`src/rtl/prefix_flag_sequencer.sv`:
```
// rtl/prefix_flag_sequencer.sv - prefix-flag instruction sequencer (FETCH/EXEC)
// Decodes TO/WITH/FROM/ALTx prefixes, tracks flags and selects operand routing.
module prefix_flag_sequencer (
  input  logic       clk,
  input  logic       rst_n,
  input  logic [7:0] opcode,
  input  logic       op_valid,
  input  logic       exec_done,
  output logic       op_ready,
  output logic       to,
  output logic       from,
  output logic       resflags,
  output logic [1:0] ssel,
  output logic [1:0] dsel,
  output logic       alt1,
  output logic       alt2,
  output logic       bflag
);

  typedef enum logic {FETCH, EXEC} state_t;
  typedef enum logic [1:0] {CL_NORMAL, CL_MOVE, CL_MOVES} cls_t;

  state_t state, state_nx;
  cls_t   cls, cls_nx, op_cls;
  logic   alt1_nx, alt2_nx, bflag_nx;

  logic is_to, is_with, is_from, is_alt1, is_alt2, is_alt3;
  logic accept, is_prefix, take_np;

  always_comb begin
    is_to   = (opcode[7:4] == 4'h1);
    is_with = (opcode[7:4] == 4'h2);
    is_from = (opcode[7:4] == 4'hB);
    is_alt1 = (opcode == 8'h3D);
    is_alt2 = (opcode == 8'h3E);
    is_alt3 = (opcode == 8'h3F);
    // With bflag set, TO/FROM become MOVE/MOVES and are no longer prefixes
    is_prefix = (is_to && !bflag) || is_with || (is_from && !bflag) ||
                is_alt1 || is_alt2 || is_alt3;
    if (is_to && bflag)        op_cls = CL_MOVE;
    else if (is_from && bflag) op_cls = CL_MOVES;
    else                       op_cls = CL_NORMAL;
    accept  = rst_n && (state == FETCH) && op_valid;
    take_np = accept && !is_prefix;
  end

  always_comb begin
    state_nx = state;
    cls_nx   = cls;
    alt1_nx  = alt1;
    alt2_nx  = alt2;
    bflag_nx = bflag;
    op_ready = (state == FETCH);
    to       = accept && ((is_to && !bflag) || is_with);
    from     = accept && ((is_from && !bflag) || is_with);
    resflags = !rst_n || ((state == EXEC) && exec_done) || (take_np && exec_done);

    if (resflags) begin
      state_nx = FETCH;
      cls_nx   = CL_NORMAL;
      alt1_nx  = 1'b0;
      alt2_nx  = 1'b0;
      bflag_nx = 1'b0;
    end else if (take_np) begin
      state_nx = EXEC;
      cls_nx   = op_cls;
    end else if (accept) begin
      if (is_with)           bflag_nx = 1'b1;
      if (is_alt1 || is_alt3) alt1_nx = 1'b1;
      if (is_alt2 || is_alt3) alt2_nx = 1'b1;
    end

    // Routing follows the latched class in EXEC, the decoded class when a
    // non-prefix is being accepted, otherwise the default latched/latched.
    ssel = 2'b11;
    dsel = 2'b11;
    if (rst_n) begin
      if (state == EXEC) begin
        if (cls == CL_MOVES) ssel = 2'b01;
        if (cls == CL_MOVE)  dsel = 2'b01;
      end else if (take_np) begin
        if (op_cls == CL_MOVES) ssel = 2'b01;
        if (op_cls == CL_MOVE)  dsel = 2'b01;
      end
    end
  end

  always_ff @(posedge clk or negedge rst_n) begin
    if (!rst_n) begin
      state <= FETCH;
      cls   <= CL_NORMAL;
      alt1  <= 1'b0;
      alt2  <= 1'b0;
      bflag <= 1'b0;
    end else begin
      state <= state_nx;
      cls   <= cls_nx;
      alt1  <= alt1_nx;
      alt2  <= alt2_nx;
      bflag <= bflag_nx;
    end
  end

endmodule
```
`config.mk`:
```
export PLATFORM = sky130hd
export DESIGN_NAME = prefix_flag_sequencer
export DESIGN_NICKNAME = d
export VERILOG_FILES = /design/src/rtl/prefix_flag_sequencer.sv
export SDC_FILE = /design/constraint.sdc
export NUM_CORES = 1
export LEC_CHECK = 0
export ABC_AREA = 1
export CORE_MARGIN = 8
export CORE_UTILIZATION = 40
export DETAILED_ROUTE_END_ITERATION = 8
export PLACE_DENSITY = 0.76
export SLEW_MARGIN = 20
export SYNTH_ARGS = -nofsm -noshare
export SYNTH_HDL_FRONTEND = slang
export SYNTH_SLANG_ARGS = --single-unit
```
`constraint.sdc`:
```
create_clock -name clk -period 1.8 [get_ports clk]
set_input_delay 0.36 -clock clk [delete_from_list [all_inputs] [get_ports clk]]
set_output_delay 0.36 -clock clk [all_outputs]
set_load 0.02 [all_outputs]
```
After elaboration in Yosys (flattened, before gate mapping)

Index checks and enable logic that the tools add are counted.

Input bits: 12
Bits in registers: 6
Output and inout bits: 11

Eq/ne operators: 11
Muxes and demuxes: 28
Reduce and logical (&&, ||, !) cells: 32
Bitwise logic cells: 1

Operator list:

| cell                 | count |
|---|---|
| $mux W2              | 14 |
| $eq A8 B6 Y1 const B | 3 |
| $mux W1              | 14 |
| $logic_and A1 B1 Y1  | 11 |
| $logic_or A1 B1 Y1   | 10 |
| $reduce_bool A2 Y1   | 5 |
| $reduce_and A3 Y1    | 3 |
| $eq A2 B1 Y1 const B | 2 |
| $eq A2 B2 Y1 const B | 2 |
| $eq A4 B1 Y1 const B | 1 |
| $eq A4 B2 Y1 const B | 1 |
| $eq A4 B4 Y1 const B | 1 |
| $logic_not A1 Y1     | 3 |
| $ne A2 B2 Y1 const B | 1 |
| $not A1 Y1           | 1 |

Depth between registers and ports, before layout

Depth in word-level cells: 13
Mapped depth: 9
Mapped depth without buffers: 9

Worst setup path after synthesis

No wires, ideal clock.

Kind: flip-flop to output port
From: register state
To: output ssel[1]
Path slack: 0.249 ns
Arrival time: 1.191 ns
Path buffers: 0
Stages on the path, launching flop included: 9
Path through: dfrtp_1 -> inv_2 -> nand2_4 -> nor2_4 -> nand2_2 -> nor2_4 -> nand3_1 -> nand2_1 -> nand2_1

Longest elaborated chain between the ends: 7

RTL lines:

| item                              | line | source |
|---|---|---|
| from (decl)                       | 23   | `state_t state, state_nx;` |
| from (signal assigned)            | 96   | `state <= state_nx;` |
| $not A1 Y1                        | --   |  |
| named net op_ready                | 9    | `output logic op_ready,` |
| $logic_and A1 B1 Y1 (2 in series) | 43   | `accept = rst_n && (state == FETCH) && op_valid;` |
| $logic_and A1 B1 Y1               | 44   | `take_np = accept && !is_prefix;` |
| $mux W2                           | 81   | `end else if (take_np) begin` |
| $mux W2                           | 78   | `if (state == EXEC) begin` |
| $mux W2                           | 77   | `if (rst_n) begin` |
| to (decl)                         | 13   | `output logic [1:0] ssel,` |

The timed path passes the listed nets, and every way through them passes these cells.

Worst setup path in the final report

From: register state
To: output ssel[1]

Longest elaborated chain between the ends: 7

RTL lines:

| item                              | line |
|---|---|
| $not A1 Y1                        | 43 |
| $logic_and A1 B1 Y1 (2 in series) | 43 |
| $logic_and A1 B1 Y1               | 44 |
| $mux W2                           | 81 |
| $mux W2 (*)                       | 78 |
| $mux W2 (*)                       | 77 |

Every way passes the cells marked *; elsewhere a longest branch is shown, timed or not.

==> results list <==
* Share of the clock period used by the worst path after layout: 101%
- Across the run, the number of max-cap violations was 0.
* Unrepaired setup endpoints after global routing: true
- During I/O placement, the number of pins put on the boundary was 23.
* Number of antenna violations at the first check in global routing: 0
- Power density normalized to cell area: 380 mW/mm^2
- Across all setup checks in the final design, the least slack found is -21.2 ps.
* Die Area: 0.00284 mm^2
* Type of origin of the critical path: flop
- Count of vias placed by the detailed router: 677
- Maximum number of pins on one net before global-route repair: 8
- Hold buffers post-CTS: 0
* Setup Crit Path Kind: flop to output port
* Horizontal die dimension: 53.3 um
* Antenna cells: 0
- After detailed routing, the number of vias per cell comes to 4.84.
- Arrival time reported for the critical path endpoint: 1460 ps
- Multiplexer area fraction after synthesis: 0%
- Post-synthesis sequential area ratio: 27.0%
* Length of the first detailed-routing pass in iterations: 4
- Synthesis handed over a netlist of 80 instances.
* Number of clock sinks: 6
* Class of the tightest hold or removal check: primary input to asynchronous set/reset pin
* Cell with the biggest individual delay on the critical path: sky130_fd_sc_hd__dfrtp_1
* Post-placement cell count: 127
- Final standard cell utilization of the core: 75.9%
- Chip height: 53.3 um
- Number of H-tree levels: 1
- On the worst path, the slowest cell contributes a delay of 380 ps.
- Most instantiated library cell after synthesis: sky130_fd_sc_hd__inv_1
* Top cell type by total area after synthesis: sky130_fd_sc_hd__dfrtp_1
- In the final routed layout, each cell accounts on average for 13.6 um.
* Vias in the first global route: 706
- Violations in the final reports: setup timing
* Max Root-Sink Buffers: 2
* Crit path cell chain: inv_2 > nand2_4 > nor2_4 > nand2_2 > nor2_4 > nand3_2 > nand2_1 > nand2_1 > buf_6
- Initial DRC count: 3
* Status: finished, violations left
- Overall routing resource usage: 14.4%
* Worst Setup End Kind: output port
* Netlist area before placement: 556 um^2
* Count of unique library cells instantiated by Yosys: 21
- In this run the worst path has a maximum fanout of 5.
- Reported leakage power: 0.000500 uW
- Wire length of the first global-routing pass: 3090 um
- Dominant combinational cell family by area after synthesis: simple AND/OR/NAND/NOR gates
- Required time worst endpoint: 1440 ps
* Number of buffer cells added on primary ports: 20
- In this run the core area contains 13 standard-cell rows.
- After layout, the minimum clock period comes to 1820 ps.
- After detailed routing, the number of remaining DRC violations is 0.
- Weighted congestion at the end of routability-driven global placement: 0.804
* # setup viols final: 1
- Worst supply voltage drop on vdd: 0.000357 V
* Number of enable-type register cells in the synthesized netlist: 0
- The Yosys step of the flow raised 0 warnings.
- Post-layout net count: 139
* Final Max Tran Viols: 0
- Initial core utilization: 42.7%
- ANT nets after route: 0
- Post-synthesis compound-gate area fraction: 10.4%
* Final cell count without fillers: 140
- In the final layout, the share of cells above drive strength 1 is 53.6%.
* Clk pin slew, worst setup/hold paths: 40 ps
- The number of hold violations in the final report was 0.
- Ranked by total cell area, the synthesized netlist is headed by sky130_fd_sc_hd__dfrtp_1, sky130_fd_sc_hd__inv_1, sky130_fd_sc_hd__nor2_1, sky130_fd_sc_hd__nand2_2, sky130_fd_sc_hd__nand2_1.
* Area Overhead vs Synth: 77.7%
* Proportion of synthesized flip-flops having asynchronous set or reset: 100%
- Largest clock skew in the final design: 0.791 ps
* Leftover overflow at the end of global routing: 0
* Drt total wl: 1900 um
- A synthesized cell averages 6.94 um^2.
- Summing the areas of all and, or, nand and nor instances in the mapped netlist gives 49.1% of the synthesized area.
- Of the total synthesized cell area, the portion taken by XOR and XNOR cells is 0%.
- Flip-flop cell with the highest count after synthesis: sky130_fd_sc_hd__dfrtp_1
- Fillers: 105
* Area of the core: 0.00130 mm^2
* Clock latency on the worst-skew pair: 230 ps
- Adder-cell share of the synthesized area: 0%
- Clock root buffer: sky130_fd_sc_hd__clkbuf_4
* Final HPWL from detailed placement: 1400 um
- Maximum clock frequency: 549 MHz
- Clock tree synthesis inserted a total of 3 buffers.
- Cell types with the highest counts after synthesis: sky130_fd_sc_hd__inv_1, sky130_fd_sc_hd__nor2_1, sky130_fd_sc_hd__nand2_1
- In this run, synthesis produced a sequential element count of 6.
- The share of synthesized area in the top cell type comes to 27.0%.
- The worst register-to-register path has a depth of 9.
- Clock tree from TritonCTS: built
==> final cells by class <==
type / count / area (um^2) / area share, %
Clock buffer: 3 / 22.5 / 2.28
Sequential cell: 6 / 150 / 15.2
Multi-Input combinational cell: 58 / 398 / 40.3
Timing Repair Buffer: 43 / 339 / 34.3
Tap cell: 15 / 18.8 / 1.90
Inverter: 15 / 58.8 / 5.96
==> metrics by stage <==
step                      TNS, ps  area [um^2]  hold slack (ps)  power (uW)  setup slack (ps)
after floorplan                 0          559             64.4         197               249
after global placement      -3020          861              508         252              -659
after detailed placement    -3260          861              528         255              -689
after CTS                       0          983              229         376              2.67
after global routing         -339          987              234         398              -122
final                       -21.2          987              239         375             -21.2
==> flip-flops by register name, indices dropped and copies added (netlist names) <==
signal	count
alt1	1
cls	2
alt2	1
bflag	1
state	1
==> cell usage in the layout (no fill, tap or decap), types with 3 or more instances in the layout <==
cell type and instances:
sky130_fd_sc_hd__nor2_1 9, sky130_fd_sc_hd__dfrtp_1 6, sky130_fd_sc_hd__nand3_1 4, sky130_fd_sc_hd__nor2_2 4, sky130_fd_sc_hd__inv_2 6, sky130_fd_sc_hd__dlygate4sd2_1 6, sky130_fd_sc_hd__inv_1 8, sky130_fd_sc_hd__nand2_4 3
sky130_fd_sc_hd__clkdlybuf4s50_1 5, sky130_fd_sc_hd__a21oi_1 3, sky130_fd_sc_hd__nor2_4 4, sky130_fd_sc_hd__buf_6 3, sky130_fd_sc_hd__buf_2 4, sky130_fd_sc_hd__nand2_1 7, sky130_fd_sc_hd__buf_4 23, sky130_fd_sc_hd__nand2_2 7
sky130_fd_sc_hd__nand3_2 5, sky130_fd_sc_hd__clkbuf_4 3
==> critical path: cells and delay by family, from the launching register on <==
kind                   cells  cell delay [ps]
DFF                        1              380
and+or+nand+nor            7              620
buffers and inverters      2              230
==> cells by family after synthesis <==
| family | Yosys count |
|---|---|
| simple gates | 47 |
| other cells | 1 |
| compound gates | 9 |
| buf+inv | 17 |
| flops | 6 |
==> worst paths after layout <==
kind	startpoint	slack [ps]	endpoint
worst max-delay path	state	-20	ssel[1]
worst min-delay path	rst_n	240	state
worst max register to register	state	430	alt1
worst min register to register	alt1	530	alt1
max in group asynchronous	rst_n	1440	alt1
min in group clk	alt1	530	alt1
==> layer usage <==
layer	part of all wire, %	global-route usage [%]	routed length, um	up-vias
met5	0	0	0	-
met3	4.9	2.80	93	7
met1	38	14.5	730	310
met4	2.8	8.82	53	0
li1	-	-	-	345
met2	54	26.4	1020	15
==> where the power goes <==
| group | internal [uW] | total (uW) | leakage, uW | switching (uW) |
|---|---|---|---|---|
| Clock | 74.6 | 111 | 0.0000138 | 36.6 |
| Sequential | 137 | 137 | 0.0000836 | 0.805 |
| Combinational | 53.5 | 126 | 0.000403 | 72.9 |
==> repair_timing <==
item,4_1_cts,5_1_grt
resized for setup,55,9
setup buffers,8,2
pin swaps,13,9
endpoints found under the setup margin,5,7
Note: power is estimated with default switching activity, not from simulation.
==> RTL change 1, RTL diff (same flow settings) <==
The 3 values of `cls_t` get a one-hot encoding in 3 bits.
--- a/src/rtl/prefix_flag_sequencer.sv
+++ b/src/rtl/prefix_flag_sequencer.sv
@@ -18,7 +18,7 @@
 );
 
   typedef enum logic {FETCH, EXEC} state_t;
-  typedef enum logic [1:0] {CL_NORMAL, CL_MOVE, CL_MOVES} cls_t;
+  typedef enum logic [2:0] {CL_NORMAL = 3'b001, CL_MOVE = 3'b010, CL_MOVES = 3'b100} cls_t;
 
   state_t state, state_nx;
   cls_t   cls, cls_nx, op_cls;
Check against the original RTL: same outputs for any inputs over 10 cycles, from zero or initial values and one cycle with rst_n low; not proved beyond that.
==> RTL change 1 against the original RTL <==
Wire length grew 13%; cell count grew 6.4%; final area grew 9.3%; total power grew 24%; die area grew 1.7%; via count grew 10%; register-to-register slack lost 0.18 ns; sequential cell count grew 1; setup slack lost 0.024 ns; area after synthesis grew 2.5%; sequential power grew 17%; hold slack gained 0.037 ns; first-iteration DRC count grew to 4.7 times the old value; the flow still finishes with violations (negative setup slack).
==> RTL change 1: results (changes against the original RTL) <==
The instance area at placement came out at 927 µm² (+7.7%). The global-route total usage across every layer is 14.8% (+0.35 points). The total instance count after detailed placement came out at 134 (+5.5%). The worst register-to-register path ends at cls[0]. The HPWL after detailed placement came out at 1440 µm (+3.1%). The via count of the first global-routing pass is 766 (+8.5%). The capture point of the worst path is ssel[1]. The number of failing setup endpoints in the final timing report is 3 (+2). The clock insertion delay at the later pin of the skew report is 0.25 ns (+0.02 ns).

The count of cells along the worst register-to-register path is 12 (+3). The wire length on met3 was 89 µm (-4.3%). The post-synthesis async set-or-reset flop share is 100% (unchanged). The met2 global-route usage was 28.2% (+1.8 points). The pre-CTS setup slack was -0.810 ns (-0.121 ns). The final reports fail on negative setup slack.

The number of synthesis warnings came out at 0 (unchanged). The via count came to 746 (+10%). The final weighted congestion of routability-driven global placement came out at 0.835 (+3.9%). The depth of the CTS H-tree came to 1 (unchanged). The final critical-path setup slack is -0.0455 ns (-0.0243 ns). The largest net degree at the start of global routing came to 6 (-2). By area the synthesized netlist is led by sky130_fd_sc_hd__dfrtp_1 (26%), sky130_fd_sc_hd__inv_1 (12%), sky130_fd_sc_hd__nand2_1 (7.3%). The per-cell via count in the routed design is 5.01 (+3.5%).

The overall routed net length came out at 2150 µm (+13%). The wire length on met1 is 840 µm (+15%). The flip-flop count of the largest register after layout came out at 3 (+1). The met2 wirelength from detailed routing was 1150 µm (+13%). The worst hold slack after final layout is 0.276 ns (+0.0368 ns).

The proportion of synthesized chip area in sequential cells is 31.0% (+4.0 points). Sorting the synthesized cells by how often they occur yields sky130_fd_sc_hd__inv_1 (18), sky130_fd_sc_hd__nand2_1 (11), sky130_fd_sc_hd__nor2_1 (11), sky130_fd_sc_hd__dfrtp_1 (6), sky130_fd_sc_hd__nand3_1 (6). The clock buffer count from CTS came out at 3 (unchanged). The data arrival time of the critical path came out at 1.49 ns (+0.03 ns). The final layout net count came out at 147 (+5.8%).

The DRC violation count after routing came out at 0 (unchanged). The ratio of cells with drive above 1 in the final layout is 53.7% (+0.13 points). The worst supply voltage drop on vdd was 354 µV (-0.78%). The global-route wire length before repair came out at 3190 µm (+3.3%). The worst-case register-to-register setup slack came out at 0.25 ns (-0.18 ns). The met3 track utilization from global routing came to 2.20% (-0.60 points). The initial DRC count is 14 (+11). The met1 global-route usage is 14.3% (-0.18 points).

The flow ran to the end, but the final reports show violations. The setup clock skew after layout came out at 0.00348 ns (+0.00269 ns). The cell leakage power came out at 0.539 nW (+7.8%).

The post-synthesis cell type count came out at 23 (+9.5%). The internal power is 327 µW (+24%). The synthesized area per cell is 7.12 µm² (+2.5%).
## RTL change 1: area by class of cell
cell class	count	area, µm²
clock buffers	4	26.3
fillers	84	239
inverters	20	75.1
multi-input cells	52	370
flip-flops and latches	7	176
well taps	15	18.8
repair buffers	51	412
## RTL change 1: kinds of logic (layout without fill, tap and decap cells)
family,Yosys count,count (layout),synth area share (%)
AND/OR/NAND/NOR,35,35,31.0
buffers and inverters,22,75,15.8
AO/OA/AOI/OAI,15,15,21.5
flip-flops,7,7,31.0
other,1,2,0.659
## RTL change 1: per-stage QoR
stage / total power [mW] / setup TNS (ns)
global route: 0.487 / -0.300
detailed placement: 0.301 / -3.83
CTS: 0.453 / -0.215
global placement: 0.297 / -3.68
floorplan: 0.222 / 0
finish: 0.466 / -0.0844
## RTL change 1: critical path: stages (launching register included)
cell and delay, ns:
sky130_fd_sc_hd__dfrtp_1 0.39, sky130_fd_sc_hd__inv_2 0.08, sky130_fd_sc_hd__nand2_4 0.05, sky130_fd_sc_hd__nor2_4 0.09, sky130_fd_sc_hd__nand2_1 0.06, sky130_fd_sc_hd__inv_2 0.06
sky130_fd_sc_hd__nand3_4 0.13, sky130_fd_sc_hd__nor2_4 0.14, sky130_fd_sc_hd__o21ai_2 0.06, sky130_fd_sc_hd__buf_4 0.17
## RTL change 1: what timing repair did
action                                  CTS  global route
endpoints found under the setup margin    6             6
pin swaps                                10            14
gates resized for setup                  49            21
buffers inserted                          6             5
hold buffers                              0             0
## RTL change 1: power by group through the flow
stage	clock, mW	sequential (mW)	combinational [mW]
detailed placement	0	0.162	0.138
global route	0.147	0.160	0.180
global placement	0	0.162	0.135
CTS	0.144	0.160	0.149
finish	0.137	0.160	0.169
floorplan	0	0.163	0.0585
==> RTL change 2, RTL diff (same flow settings) <==
Without the edit above. Put a register stage on the output `resflags`, with the module's reset. The value now appears one clock later. The other outputs are not delayed to match.
--- a/src/rtl/prefix_flag_sequencer.sv
+++ b/src/rtl/prefix_flag_sequencer.sv
@@ -19,6 +19,8 @@
 
   typedef enum logic {FETCH, EXEC} state_t;
   typedef enum logic [1:0] {CL_NORMAL, CL_MOVE, CL_MOVES} cls_t;
+
+  logic resflags_d;
 
   state_t state, state_nx;
   cls_t   cls, cls_nx, op_cls;
@@ -53,9 +55,9 @@
     op_ready = (state == FETCH);
     to       = accept && ((is_to && !bflag) || is_with);
     from     = accept && ((is_from && !bflag) || is_with);
-    resflags = !rst_n || ((state == EXEC) && exec_done) || (take_np && exec_done);
+    resflags_d = !rst_n || ((state == EXEC) && exec_done) || (take_np && exec_done);
 
-    if (resflags) begin
+    if (resflags_d) begin
       state_nx = FETCH;
       cls_nx   = CL_NORMAL;
       alt1_nx  = 1'b0;
@@ -101,4 +103,12 @@
     end
   end
 
+  always_ff @(posedge clk or negedge rst_n) begin
+    if (!rst_n) begin
+      resflags <= '0;
+    end else begin
+      resflags <= resflags_d;
+    end
+  end
+
 endmodule
Function: changed (Yosys sat finds a counterexample within 4 cycles, from zero or initial values and one cycle with rst_n low).
==> RTL change 2 against the original RTL <==
Final area rose by 3.7%; setup slack improved by 0.043 ns; total power rose by 15%; area after synthesis rose by 4.5%; core utilization rose by 0.87 points; wire length fell by 3.9%; combinational power rose by 5%; clock skew rose by 0.0016 ns; sequential cell count rose by 1; critical endpoint unchanged; largest power group unchanged.
==> RTL change 2: results (changes against the original RTL) <==
The run finished with clean final reports. The synthesized instance count is 81 (+1.3%). By count the netlist is led by sky130_fd_sc_hd__inv_1 (13), sky130_fd_sc_hd__nor2_1 (11), sky130_fd_sc_hd__nand2_1 (9), sky130_fd_sc_hd__dfrtp_1 (7). The worst supply voltage drop on vdd is 369 µV (+3.4%). The global-route wire length before repair is 2920 µm (-5.6%). The largest net degree at the start of global routing came out at 9 (+1). The per-cell via count in the routed design is 4.76 (-1.5%). The flip-flop count of the largest register after layout came out at 2 (unchanged).

The final weighted congestion of routability-driven global placement came out at 0.772 (-4.0%). The via count of the first global-routing pass came out at 711 (+0.71%). The largest driver fanout on the critical path is 3 (-2). The initial DRC count is 13 (+10).

The instance area at placement came out at 908 µm² (+5.5%). The cell leakage power is 0.515 nW (+3.0%). The min-delay analysis places its worst path in the category input pin to async pin. The proportion of synthesized chip area in sequential cells was 30.2% (+3.1 points). The overall routed net length came out at 1830 µm (-3.9%). The HPWL after detailed placement is 1320 µm (-5.3%). The total instance count after detailed placement came to 131 (+3.1%). The final-layout fill cell count is 103 (-1.9%). Ranked by total cell area, the synthesized netlist is headed by sky130_fd_sc_hd__dfrtp_1 (30%), sky130_fd_sc_hd__inv_1 (8.4%), sky130_fd_sc_hd__nor2_1 (7.1%). The global-route total usage across every layer is 13.5% (-0.89 points). The share of the synthesized area in compound gates (AO/OA/AOI/OAI) is 9.91% (-0.45 points). The setup clock skew after layout is 0.00237 ns (+0.00158 ns). The ratio of cells with drive above 1 in the final layout is 50.8% (-2.8 points). The clock insertion delay at the later pin of the skew report came out at 0.25 ns (+0.02 ns). The highest cell delay on the worst timing path came out at 0.39 ns. The number of synthesis warnings is 0 (unchanged). The pre-CTS setup slack came out at -0.650 ns (+0.0389 ns). The post-layout instance count excluding filler cells is 143 (+2.1%). The number of antenna diodes is 0 (unchanged).
==> RTL change 2: changes by cell type in the layout (fill, tap and decap cells not counted), sizes merged <==
cell,before,now
buf,30,28
clkbuf,5,6
clkdlybuf4s15,0,1
dfrtp,6,7
dlygate4sd2,6,8
==> RTL change 2: power by group <==
part           internal (mW)  total [mW]  leakage, nW  switching [mW]
Clock                 0.0842       0.137       0.0150          0.0524
Combinational         0.0591       0.132        0.405          0.0727
Sequential             0.161       0.162       0.0949         0.00143
==> RTL change 2: worst paths after layout <==
kind,cells past startpoint,slack (ns),endpoint
setup / recovery,9,0.02,ssel[1]
hold / removal,2,0.21,state
setup reg to reg,10,0.38,cls[0]
hold reg to reg,2,0.54,alt1
max in group asynchronous,2,1.47,alt1
min in group clk,2,0.54,alt1
==> RTL change 2: cell families (layout without fill, tap and decap cells) <==
| logic type | count (synthesis) | after routing |
|---|---|---|
| simple gates | 47 | 47 |
| buf+inv | 17 | 63 |
| compound gates | 9 | 9 |
| flops | 7 | 7 |
| other cells | 1 | 2 |
==> RTL change 2: layout make-up <==
| type | count | area, µm² | area share [%] |
|---|---|---|---|
| flip-flops and latches | 7 | 175 | 17.1 |
| multi-input cells | 58 | 393 | 38.4 |
| repair buffers | 44 | 354 | 34.6 |
| inverters | 15 | 56.3 | 5.50 |
| well taps | 15 | 18.8 | 1.83 |
| clock buffers | 4 | 26.3 | 2.57 |
==> RTL change 2: per-layer routing <==
metal  vias to the layer above  routed length (µm)  GRT usage (%)
met5                         -                   0              0
met2                        21                 874           23.2
li1                        347                   -              -
met4                         0                  58           8.61
met1                       306                 805           15.0
met3                         7                  87           2.48
==> RTL change 2: what timing repair did <==
action	in CTS	in global routing
pin swaps	12	6
setup buffers	4	4
resized for setup	45	7
endpoints found under the hold margin	0	0
endpoints found under the setup margin	5	4
cloned	0	0
